<file path="src/rtl/door_lock_pkg.sv">
// door_lock_pkg: shared state codes, default timing and helpers for the door lock
package door_lock_pkg;
    typedef enum logic [2:0] {
        S_IDLE    = 3'd0,
        S_CHECK   = 3'd1,
        S_WAIT    = 3'd2,
        S_OPEN    = 3'd3,
        S_FAIL    = 3'd4,
        S_LOCKOUT = 3'd5
    } state_t;

    localparam int unsigned DEF_CMP_WAIT       = 2;
    localparam int unsigned DEF_MAX_FAILS      = 3;
    localparam int unsigned DEF_UNLOCK_CYCLES  = 500_000_000;
    localparam int unsigned DEF_LOCKOUT_CYCLES = 1_500_000_000;

    function automatic logic [1:0] sat_inc(input logic [1:0] v);
        return v == 2'd3 ? v : v + 2'd1;
    endfunction
endpackage

</file>
<file path="src/rtl/door_lock_timer.sv">
// door_lock_timer: loadable 32-bit down-counter, done on the final counted cycle
module door_lock_timer (
    input  logic        clk,
    input  logic        rst_n,
    input  logic        load,
    input  logic [31:0] load_val,
    output logic        done
);
    logic [31:0] count;

    always_ff @(posedge clk or negedge rst_n) begin
        if (!rst_n)
            count <= '0;
        else if (load)
            count <= load_val;
        else if (count != '0)
            count <= count - 32'd1;
    end

    assign done = count == 32'd1;
endmodule

</file>
<file path="src/rtl/door_lock_fsm.sv">
// door_lock_fsm: password door lock controller with comparator handshake and retry lockout
module door_lock_fsm
    import door_lock_pkg::*;
#(
    parameter int unsigned CMP_WAIT       = DEF_CMP_WAIT,
    parameter int unsigned MAX_FAILS      = DEF_MAX_FAILS,
    parameter int unsigned UNLOCK_CYCLES  = DEF_UNLOCK_CYCLES,
    parameter int unsigned LOCKOUT_CYCLES = DEF_LOCKOUT_CYCLES
) (
    input  logic       clk,
    input  logic       rst_n,
    input  logic       check_btn,
    output logic       cmp_check,
    input  logic       cmp_match,
    output logic       door_unlock,
    output logic       locked_out,
    output logic [1:0] fail_count,
    output logic [2:0] state_dbg
);
    localparam logic [1:0] MAX_F = 2'(MAX_FAILS);

    state_t      state;
    logic        btn_q;
    logic        rise;
    logic        load;
    logic        done;
    logic [31:0] load_val;

    assign rise      = check_btn & ~btn_q;
    assign state_dbg = state;

    // timer reloads on entry to every timed state
    always_comb begin
        load     = (state == S_CHECK) || (state == S_WAIT && done && cmp_match) ||
                   (state == S_FAIL && fail_count >= MAX_F);
        load_val = state == S_CHECK ? CMP_WAIT : state == S_WAIT ? UNLOCK_CYCLES : LOCKOUT_CYCLES;
    end

    door_lock_timer u_timer (
        .clk      (clk),
        .rst_n    (rst_n),
        .load     (load),
        .load_val (load_val),
        .done     (done)
    );

    always_ff @(posedge clk or negedge rst_n) begin
        if (!rst_n) begin
            state       <= S_IDLE;
            btn_q       <= 1'b0;
            fail_count  <= 2'd0;
            cmp_check   <= 1'b0;
            door_unlock <= 1'b0;
            locked_out  <= 1'b0;
        end else begin
            btn_q     <= check_btn;
            cmp_check <= 1'b0;
            case (state)
                S_IDLE: if (rise) begin
                    state     <= S_CHECK;
                    cmp_check <= 1'b1;
                end
                S_CHECK: state <= S_WAIT;
                S_WAIT: if (done) begin
                    if (cmp_match) begin
                        state       <= S_OPEN;
                        door_unlock <= 1'b1;
                        fail_count  <= 2'd0;
                    end else begin
                        state      <= S_FAIL;
                        fail_count <= sat_inc(fail_count);
                    end
                end
                S_OPEN: if (done) begin
                    state       <= S_IDLE;
                    door_unlock <= 1'b0;
                end
                S_FAIL: if (fail_count >= MAX_F) begin
                    state      <= S_LOCKOUT;
                    locked_out <= 1'b1;
                end else begin
                    state <= S_IDLE;
                end
                S_LOCKOUT: if (done) begin
                    state      <= S_IDLE;
                    locked_out <= 1'b0;
                    fail_count <= 2'd0;
                end
                default: begin
                    state       <= S_IDLE;
                    door_unlock <= 1'b0;
                    locked_out  <= 1'b0;
                    fail_count  <= 2'd0;
                end
            endcase
        end
    end
endmodule

</file>
<file path="config.mk">
export PLATFORM = sky130hd
export DESIGN_NAME = door_lock_fsm
export DESIGN_NICKNAME = d
export VERILOG_FILES = /design/src/rtl/door_lock_pkg.sv /design/src/rtl/door_lock_timer.sv /design/src/rtl/door_lock_fsm.sv
export SDC_FILE = /design/constraint.sdc
export NUM_CORES = 1
export LEC_CHECK = 0
export ABC_AREA = 1
export BUFFER_PORTS_ARGS = -buffer_cell sky130_fd_sc_hd__buf_2
export CAP_MARGIN = 30
export CELL_PAD_IN_SITES_DETAIL_PLACEMENT = 1
export CELL_PAD_IN_SITES_GLOBAL_PLACEMENT = 2
export CORE_MARGIN = 3
export CORE_UTILIZATION = 35
export DETAILED_ROUTE_END_ITERATION = 8
export PLACE_DENSITY_LB_ADDON = 0.1
export SETUP_SLACK_MARGIN = 0.2
export SYNTH_ARGS = -nofsm -noshare
export SYNTH_HDL_FRONTEND = slang
export SYNTH_SLANG_ARGS = --single-unit
</file>
<file path="constraint.sdc">
create_clock -name clk -period 2.5 [get_ports clk]
set_clock_uncertainty 0.1 [all_clocks]
set_input_delay 0.75 -clock clk [delete_from_list [all_inputs] [get_ports clk]]
set_output_delay 0.75 -clock clk [all_outputs]
set_load 0.03 [all_outputs]
</file>
* Yosys cells after proc, flatten, opt, wreduce, memory -nomap -nowiden
Index checks and enable logic that the tools add are counted.
** Storage, ports and cells
- Memories :: 0
- Bits in latches :: 0
- Bits of input ports :: 4
- Memory bits (writable) :: 0
- Bits in read-only memories :: 0
- Register bits after elaboration :: 41
** Cells by class
- $add $sub $neg :: 2
- Multipliers :: 0
- Shift operators :: 0
- Reduce and logical (&&, ||, !) cells :: 16
- Muxes and demuxes :: 23
- Equal/unequal tests :: 15
- $lt $le $gt $ge :: 1
- Divide/modulo/power cells :: 0
- Bitwise gates (word level) :: 5
** Operator list (number)
- 32-bit 2-to-1 mux :: 2
- 31-bit 2-to-1 mux :: 2
- 32-bit by 1-bit equality test with 1-bit output, second input constant :: 1
- 32-bit nonzero test :: 1
- 32-bit by 1-bit subtractor with 32-bit output, second input constant :: 1
- 3-bit 2-to-1 mux :: 5
- 3-bit one-hot mux with 5 select lines :: 1
- 4-bit OR reduction :: 3
- 2-bit != test, second input constant :: 5
- 2-bit 2-to-1 mux :: 4
- 4-bit AND reduction :: 2
- 3-bit by 2-bit equality test with 1-bit output, second input constant :: 2
- 3-bit equality test, second input constant :: 2
- 1-bit 2-to-1 mux :: 6
- 1-bit one-hot mux with 3 select lines :: 2
- 2-bit one-hot mux with 3 select lines :: 1
- 3-bit AND reduction :: 2
- 2-bit by 1-bit != test with 1-bit output, second input constant :: 2
- 1-bit NOT :: 4
- 3-bit by 1-bit equality test with 1-bit output, second input constant :: 1
- 1-bit logical AND :: 3
- 3-bit zero test :: 1
- 3-bit != test, second input constant :: 1
- 2-bit by 1-bit adder with 2-bit output, second input constant :: 1
- other kinds (6) :: 7

* Depth between registers and ports, before layout
Gate-level depths: netlist (run 1).
- Word-level depth :: 6
- Mapped depth :: 12

* Hierarchy
From an unflattened synthesis (run 1), not the netlist that was laid out.
** Second synthesis, totals
- Cell total of the unflattened synthesis :: 418
- Area, all modules :: 2808.9 µm²
** By module, submodules not included
- door_lock_timer :: area an instance 2283.4 µm², instances 1, cells an instance 343
- door_lock_fsm :: area an instance 525.5 µm², instances 1, cells an instance 75

* Worst setup path before layout (run 1)
No wires, ideal clock.
- Path type :: register to register
- From :: register state[1] (netlist: state_dbg[1])
- To :: register u_timer.count[0]
- Buffers on the path :: 1
- Library setup time :: 0.123 ns
- Arrival :: 1.539 ns
- Cell stages (with the launch flop) :: 11
- Clock period less this slack :: 1.762 ns
- Data required time :: 2.277 ns
- Slack :: 0.738 ns
- Cells stage by stage :: dfrtp_1 -> inv_2 -> nor2_1 -> nand2_1 -> nor2_1 -> nand2_4 -> nand2_4 -> buf_6 -> nor2_2 -> nand2_1 -> o21ai_1
** On the way
- Longest elaborated chain between the ends :: 6
- Elaborated cells between the ends (all ways) :: 11
** RTL lines
- start: declaration :: line door_lock_fsm.sv:22 : state_t state;
- start signal: assignment :: line door_lock_fsm.sv:49 : state <= S_IDLE;
- start signal: assignment :: line door_lock_fsm.sv:60 : state <= S_CHECK;
- start signal: assignment :: line door_lock_fsm.sv:63 : S_CHECK: state <= S_WAIT;
- 3-bit by 2-bit equality test with 1-bit output :: line door_lock_fsm.sv:34 : load = (state == S_CHECK) || (state == S_WAIT && done && cmp_match) ||
- 1-bit logical AND (2 in series) :: line door_lock_fsm.sv:34
- 1-bit logical OR (2 in series) :: line door_lock_fsm.sv:34
- 32-bit 2-to-1 mux / 2-bit nonzero test (equally long branches)
- end signal: assignment :: line door_lock_timer.sv:15 : count <= load_val;
- end signal: assignment :: line door_lock_timer.sv:17 : count <= count - 32'd1;
- end: declaration :: line door_lock_timer.sv:9 : logic [31:0] count;
Parallel ways exist; a longest one is shown, timed or not.
A chain may end at the register's enable or synchronous reset.

* Worst setup path after layout (run 1)
- From :: register u_timer.count[21]
- To :: register u_timer.count[19]
** On the way
- Longest elaborated chain between the ends :: 6
- Elaborated cells between the ends (all ways) :: 8
** RTL lines
- 32-bit by 1-bit equality test with 1-bit output :: line door_lock_timer.sv:20 : assign done = count == 32'd1;
- 1-bit logical AND (2 in series) :: line door_lock_fsm.sv:34
- 1-bit logical OR (2 in series) :: line door_lock_fsm.sv:34
- 32-bit 2-to-1 mux / 2-bit nonzero test (equally long branches)
Parallel ways exist; a longest one is shown, timed or not.

==> flow_metrics.tcl, run 1 <==
set metrics [dict create \
    cts_setup_buffers 0 \
    grt_pass1_vias 2510 \
    worst-path-buf-inv 0 \
    first_iter_violations 113 \
    cts_tree "done" \
    rr_worst_depth 9 \
    final_cells 499 \
    met1_length_mm 3.97 \
    worstHoldPathType "input pin to asynchronous set/reset pin" \
    start_util_pct 36.7 \
    crit_cells 9 \
    crit_path_start "u_timer.count[21]" \
    syn2layout_area_growth_pct 11.2 \
    ir_drop_v 0.000431 \
    drc_errors 0 \
    syn_area_um2 2720 \
    cts_hold_buf 0 \
    cp.arrival_ps 2200 \
    rows 31 \
    ios 12 \
    fin_crit_sh_pct 83.3 \
    cts_buffer_depth 2 \
    cts.clk_slew.worst_paths_ps 90 \
    viasPerCell 4.83 \
    yosysWarnings 0 \
    cp_slowest_stage_delay_ps 450 \
    die_y_um 94.1 \
    wl_per_cell_um 16.2 \
    die_x_um 94.1 \
    syn_inst 378 \
    grt.overflow.total 0 \
    firstDrtPassIters 4 \
    crit_type "register to register" \
    required_ps 2620 \
    tightest_slew_ps 499 \
    numCtsBuffers 5 \
    slew_viol_final 0 \
    clock_tree.htree_level_count 2 \
    final_nets 407 \
    drt-total-wl_mm 8.10 \
    numClockSinks 41 \
    crit_path_max_fanout 13 \
    path_common_cell "nand2_4" \
    synth_nets 386 \
    grt_util_all_layers_pct 20.0 \
    critical_path.cell_chain "nor2_2 > nand2_1 > nor2_2 > nand2_4 > nor2_8 > nand2_4 > nand2_4 > nand2_4 > a21oi_1" \
    n_antenna_cell 0 \
    rsz0062_at_grt "false" \
    cp_slowest_cell "dfrtp_1" \
    routed-wl-met2_mm 3.81 \
    regToRegStartpoint "u_timer.count[21]" \
    powerDensity_nw_per_um2 1210 \
    hold_viol 0 \
    root_buffer "clkbuf_8" \
    mostFrequentLayoutCells "nand2_1 (103), nor2_1 (64), dfrtp_1 (41), inv_1 (40), nand3_1 (22)" \
    power_leakage_nw 1.63 \
    vias 2410 \
    grt_max_degree 17 \
    crit_family "simple AND/OR/NAND/NOR gates" \
    yosysSeqAreaShare_pct 37.8 \
    ant_nets 0 \
    syn_area_per_cell_um2 7.19 \
    dp.cells 491 \
    drive_above_1_share_pct 17.0 \
    dr_wl_met3_um 172 \
    fin_crit_ps 2080 \
    post-dp-hpwl_mm 6.61 \
    grt_pass1_wl_mm 13.3 \
    max-cap-violations 0 \
    antenna_found_initial 0 \
    startpoint_type "register" \
    final_common_cell "nand2_1" \
    cp-end-kind "register" \
    setup_tns_ps 0 \
    core_um2 7410 \
    place_congestion 0.777 \
    postCtsResizedCells 0 \
    synth_seq_cells 41 \
    rrSetupSlack_ps 420 \
    clock_latency_ps 300 \
    port_buffers 11 \
    dieArea_um2 8860 \
    relSlewSlack_pct 66.6 \
    status "finished clean" \
    finalSetupViolations 0 \
    highest_layer "met4" \
    fmax_mhz 480 \
    synth.distinct_cells 27 \
]
cells by family (layout without fill, tap and decap cells):
logic type	Yosys count	after routing	synth area share (%)
AND/OR/NAND/NOR	237	237	40.5
XOR/XNOR	17	17	5.48
AO/OA/AOI/OAI	31	31	7.18
flip-flops	41	41	37.8
adder cells (fa/ha/maj)	4	4	1.84
buffers and inverters	48	70	7.27
through the flow:
| stage | utilization [%] | hold slack (ps) | setup WS (ps) | total power [mW] | area, um2 |
|---|---|---|---|---|---|
| 2_1_floorplan | - | 301 | 738 | 2.60 | 2720 |
| 3_3_place_gp | 39.4 | 327 | 314 | 3.16 | 2920 |
| 3_5_place_dp | 39.4 | 326 | 244 | 3.18 | 2920 |
| 4_1_cts | 40.7 | 287 | 264 | 3.69 | 3020 |
| 5_1_grt | 40.8 | 295 | 213 | 4.03 | 3020 |
| 6_report | 40.8 | 276 | 418 | 3.65 | 3020 |
path summary, 6_finish.rpt:
check | end
setup reg to reg | u_timer.count[19]
hold reg to reg | cmp_check
max in group asynchronous | u_timer.count[8]
min in group clk | cmp_check
hold / removal | u_timer.count[17]
setup / recovery | u_timer.count[19]
cell type report:
class | instances | area, um2
tap | 99 | 124
clock buffer | 7 | 96.3
multi-input combinational | 289 | 1500
inverter | 44 | 165
fill | 966 | 4390
sequential | 41 | 1030
clock inverter | 1 | 5.00
timing repair buffer | 18 | 108
state kept, by name, summed over array words and instances (netlist names):
name	count
btn_q	1
cmp_check	1
door_unlock	1
fail_count	2
locked_out	1
state_dbg	3
u_timer.count	32
cell usage after synthesis:
master / instances / area [um2]
nor2_2: 11 / 68.8
nand2_2: 4 / 25.0
buf_2: 2 / 10.0
nor2_1: 64 / 240
o21ai_1: 6 / 30.0
nand4_1: 8 / 50.1
nand3_1: 22 / 110
nor3_2: 1 / 10.0
nand3_2: 1 / 10.0
o21ai_0: 10 / 50.1
a21oi_2: 10 / 87.6
nand2_4: 5 / 56.3
inv_2: 4 / 15.0
xor2_1: 14 / 123
ha_1: 4 / 50.1
nand3b_1: 3 / 22.5
xnor2_1: 3 / 26.3
a21oi_1: 4 / 20.0
inv_1: 40 / 150
dfrtp_1: 41 / 1030
nand2_1: 103 / 387
nor2_4: 2 / 22.5
buf_6: 2 / 22.5
nor2_8: 2 / 40.0
or2_2: 2 / 12.5
nor3_1: 9 / 45.0
o21a_1: 1 / 7.51
where the power goes:
part	internal [mW]	switching [mW]
clock	0.250	0.245
sequential	0.884	0.274
combinational	0.653	1.34
total	1.79	1.86
routing by layer:
metal	track usage (%)	vias to the layer above
met2	32.5	23
met4	5.78	0
li1	-	1217
met5	0	-
met3	2.64	10
met1	27.8	1160
(Power assumes the default switching activity.)
==> run 2, diff against run 1 <==
==> constraint.sdc (replaced) <==
create_clock -name clk -period 2.01 [get_ports clk]
set_clock_uncertainty 0.1 [all_clocks]
set_input_delay 0.603 -clock clk [delete_from_list [all_inputs] [get_ports clk]]
set_output_delay 0.603 -clock clk [all_outputs]
set_load 0.03 [all_outputs]
==> run 2 against run 1 <==
- critical path depth rose by 1
- final area rose by 26%
- count of clock-buffer cells in the layout unchanged
- clock power grew 16%
- sequential power grew 29%
- largest power group unchanged
==> flow_metrics.tcl, run 2 (synthesis results as in run 1) <==
set metrics [dict create \
    met1_length_mm 4.26 \
    cts.clk_slew.worst_paths_ps 80 \
    ant_nets 0 \
    cp_slowest_stage_delay_ps 460 \
    n_fill_cell 953 \
    tightest_slew_ps 357 \
    cp-end-kind "register" \
    vias 2739 \
    numCtsBuffers 5 \
    critical_path.cell_chain "nor2_4 > nand2_2 > nor2_4 > nand2_4 > nor2_8 > nand2_4 > nand2_8 > nor2_4 > buf_12 > a21oi_4" \
    final_common_cell "nand2_1" \
    crit_path_max_fanout 7 \
    root_buffer "clkbuf_8" \
    viasPerCell 4.89 \
    numClockSinks 41 \
    drt-total-wl_mm 9.81 \
    worstHoldPathType "input pin to asynchronous set/reset pin" \
    regToRegStartpoint "u_timer.count[2]" \
    core_um2 7410 \
    clock_latency_ps 300 \
    required_ps 2140 \
    ios 12 \
    fin_crit_ps 1820 \
    grt.overflow.total 0 \
    first_iter_violations 112 \
    place_congestion 0.800 \
    cp.arrival_ps 1950 \
    start_util_pct 36.7 \
    rows 31 \
    die_y_um 94.1 \
    routed-wl-met2_mm 5.19 \
    cts_buffer_depth 2 \
    die_x_um 94.1 \
    cts_hold_buf 0 \
    dr_wl_met3_um 246 \
    grt_max_degree 42 \
    mostFrequentLayoutCells "nand2_1 (91), buf_4 (62), inv_1 (38), nor2_1 (36), dfrtp_1 (32)" \
    post-dp-hpwl_mm 7.03 \
    firstDrtPassIters 4 \
    port_buffers 11 \
    largest_reg_flops 32 \
    power_leakage_nw 1.98 \
    relSlewSlack_pct 76.0 \
    rr_worst_depth 10 \
    worst-path-buf-inv 1 \
    max-cap-violations 0 \
    fmax_mhz 550 \
    drc_errors 0 \
    crit_type "register to register" \
    finalSetupViolations 0 \
    startpoint_type "register" \
    cts_tree "done" \
    drive_above_1_share_pct 39.7 \
    path_common_cell "nor2_4" \
    fin_crit_sh_pct 90.4 \
    rr_endpoint "u_timer.count[24]" \
    rrSetupSlack_ps 190 \
    multi_input_area_um2 1760 \
    hold_viol 0 \
    grt_pass1_wl_mm 15.5 \
    slew_viol_final 0 \
    largest-register "u_timer.count" \
    rsz0062_at_grt "true" \
    grt_util_all_layers_pct 23.0 \
    cp_slowest_cell "dfrtp_2" \
    regArea_um2 1040 \
    grt_pass1_vias 2945 \
    highest_layer "met4" \
    crit_family "simple AND/OR/NAND/NOR gates" \
    final_nets 469 \
    dieArea_um2 8860 \
    status "finished clean" \
    setup_tns_ps 0 \
    clock_tree.htree_level_count 2 \
    ir_drop_v 0.000617 \
    antenna_found_initial 0 \
    wl_per_cell_um 17.5 \
    powerDensity_nw_per_um2 1540 \
    finish.utilization_pct 51.3 \
    syn2layout_area_growth_pct 39.8 \
    n_antenna_cell 0 \
]
==> run 2: cell types whose count changed in the layout (fill, tap and decap cells not counted), sizes merged <==
cell,previous run,this run
clkinv,1,0
buf,18,80
==> run 2: where the power goes <==
part	leakage (nW)	total [mW]	internal (mW)	switching [mW]
registers	0.521	1.50	1.11	0.387
logic	1.42	3.76	1.55	2.21
clock network	0.0443	0.575	0.273	0.301
==> run 2: stage by stage <==
stage                     total power [mW]  hold WS [ps]  worst slack [ps]  instances  instance area [um2]
final                                 5.84           164               193        560                 3800
after global routing                  6.34           169               109        560                 3800
after CTS                             5.13           182               192        536                 3400
after detailed placement              4.23           331              45.1        516                 3130
after global placement                4.18           329              35.6        516                 3130
after floorplan                       3.24           207               248        378                 2720
==> run 2: worst max-delay path by stage <==
stage / start / end / slack [ps] / depth (start not counted)
6_report: u_timer.count[2] / u_timer.count[24] / 190 / 10
2_1_floorplan: state_dbg[1] / u_timer.count[0] / 250 / 10
3_5_place_dp: u_timer.count[11] / u_timer.count[24] / 50 / 9
5_1_grt: u_timer.count[2] / u_timer.count[27] / 110 / 9
4_1_cts: u_timer.count[20] / u_timer.count[11] / 190 / 11
3_3_place_gp: u_timer.count[11] / u_timer.count[11] / 40 / 11
==> run 2: what timing repair did <==
| action | in CTS | in global routing |
|---|---|---|
| buffers inserted | 13 | 24 |
| endpoints found under the setup margin | 33 | 36 |
| resized for setup | 23 | 70 |
| pin swaps | 10 | 26 |
==> run 2: routing by layer <==
| layer | global-route usage [%] | vias to the layer above |
|---|---|---|
| li1 | - | 1351 |
| met1 | 29.5 | 1350 |
| met2 | 40.3 | 28 |
| met3 | 4.01 | 10 |
| met4 | 5.05 | 0 |
| met5 | 0 | - |
==> run 2: layout make-up <==
class                      count  share of cell area [%]
tap                           99                    3.26
inverter                      44                    4.35
sequential                    41                    27.3
clock buffer                   7                    2.27
multi-input combinational    289                    46.3
timing repair buffer          80                    16.5
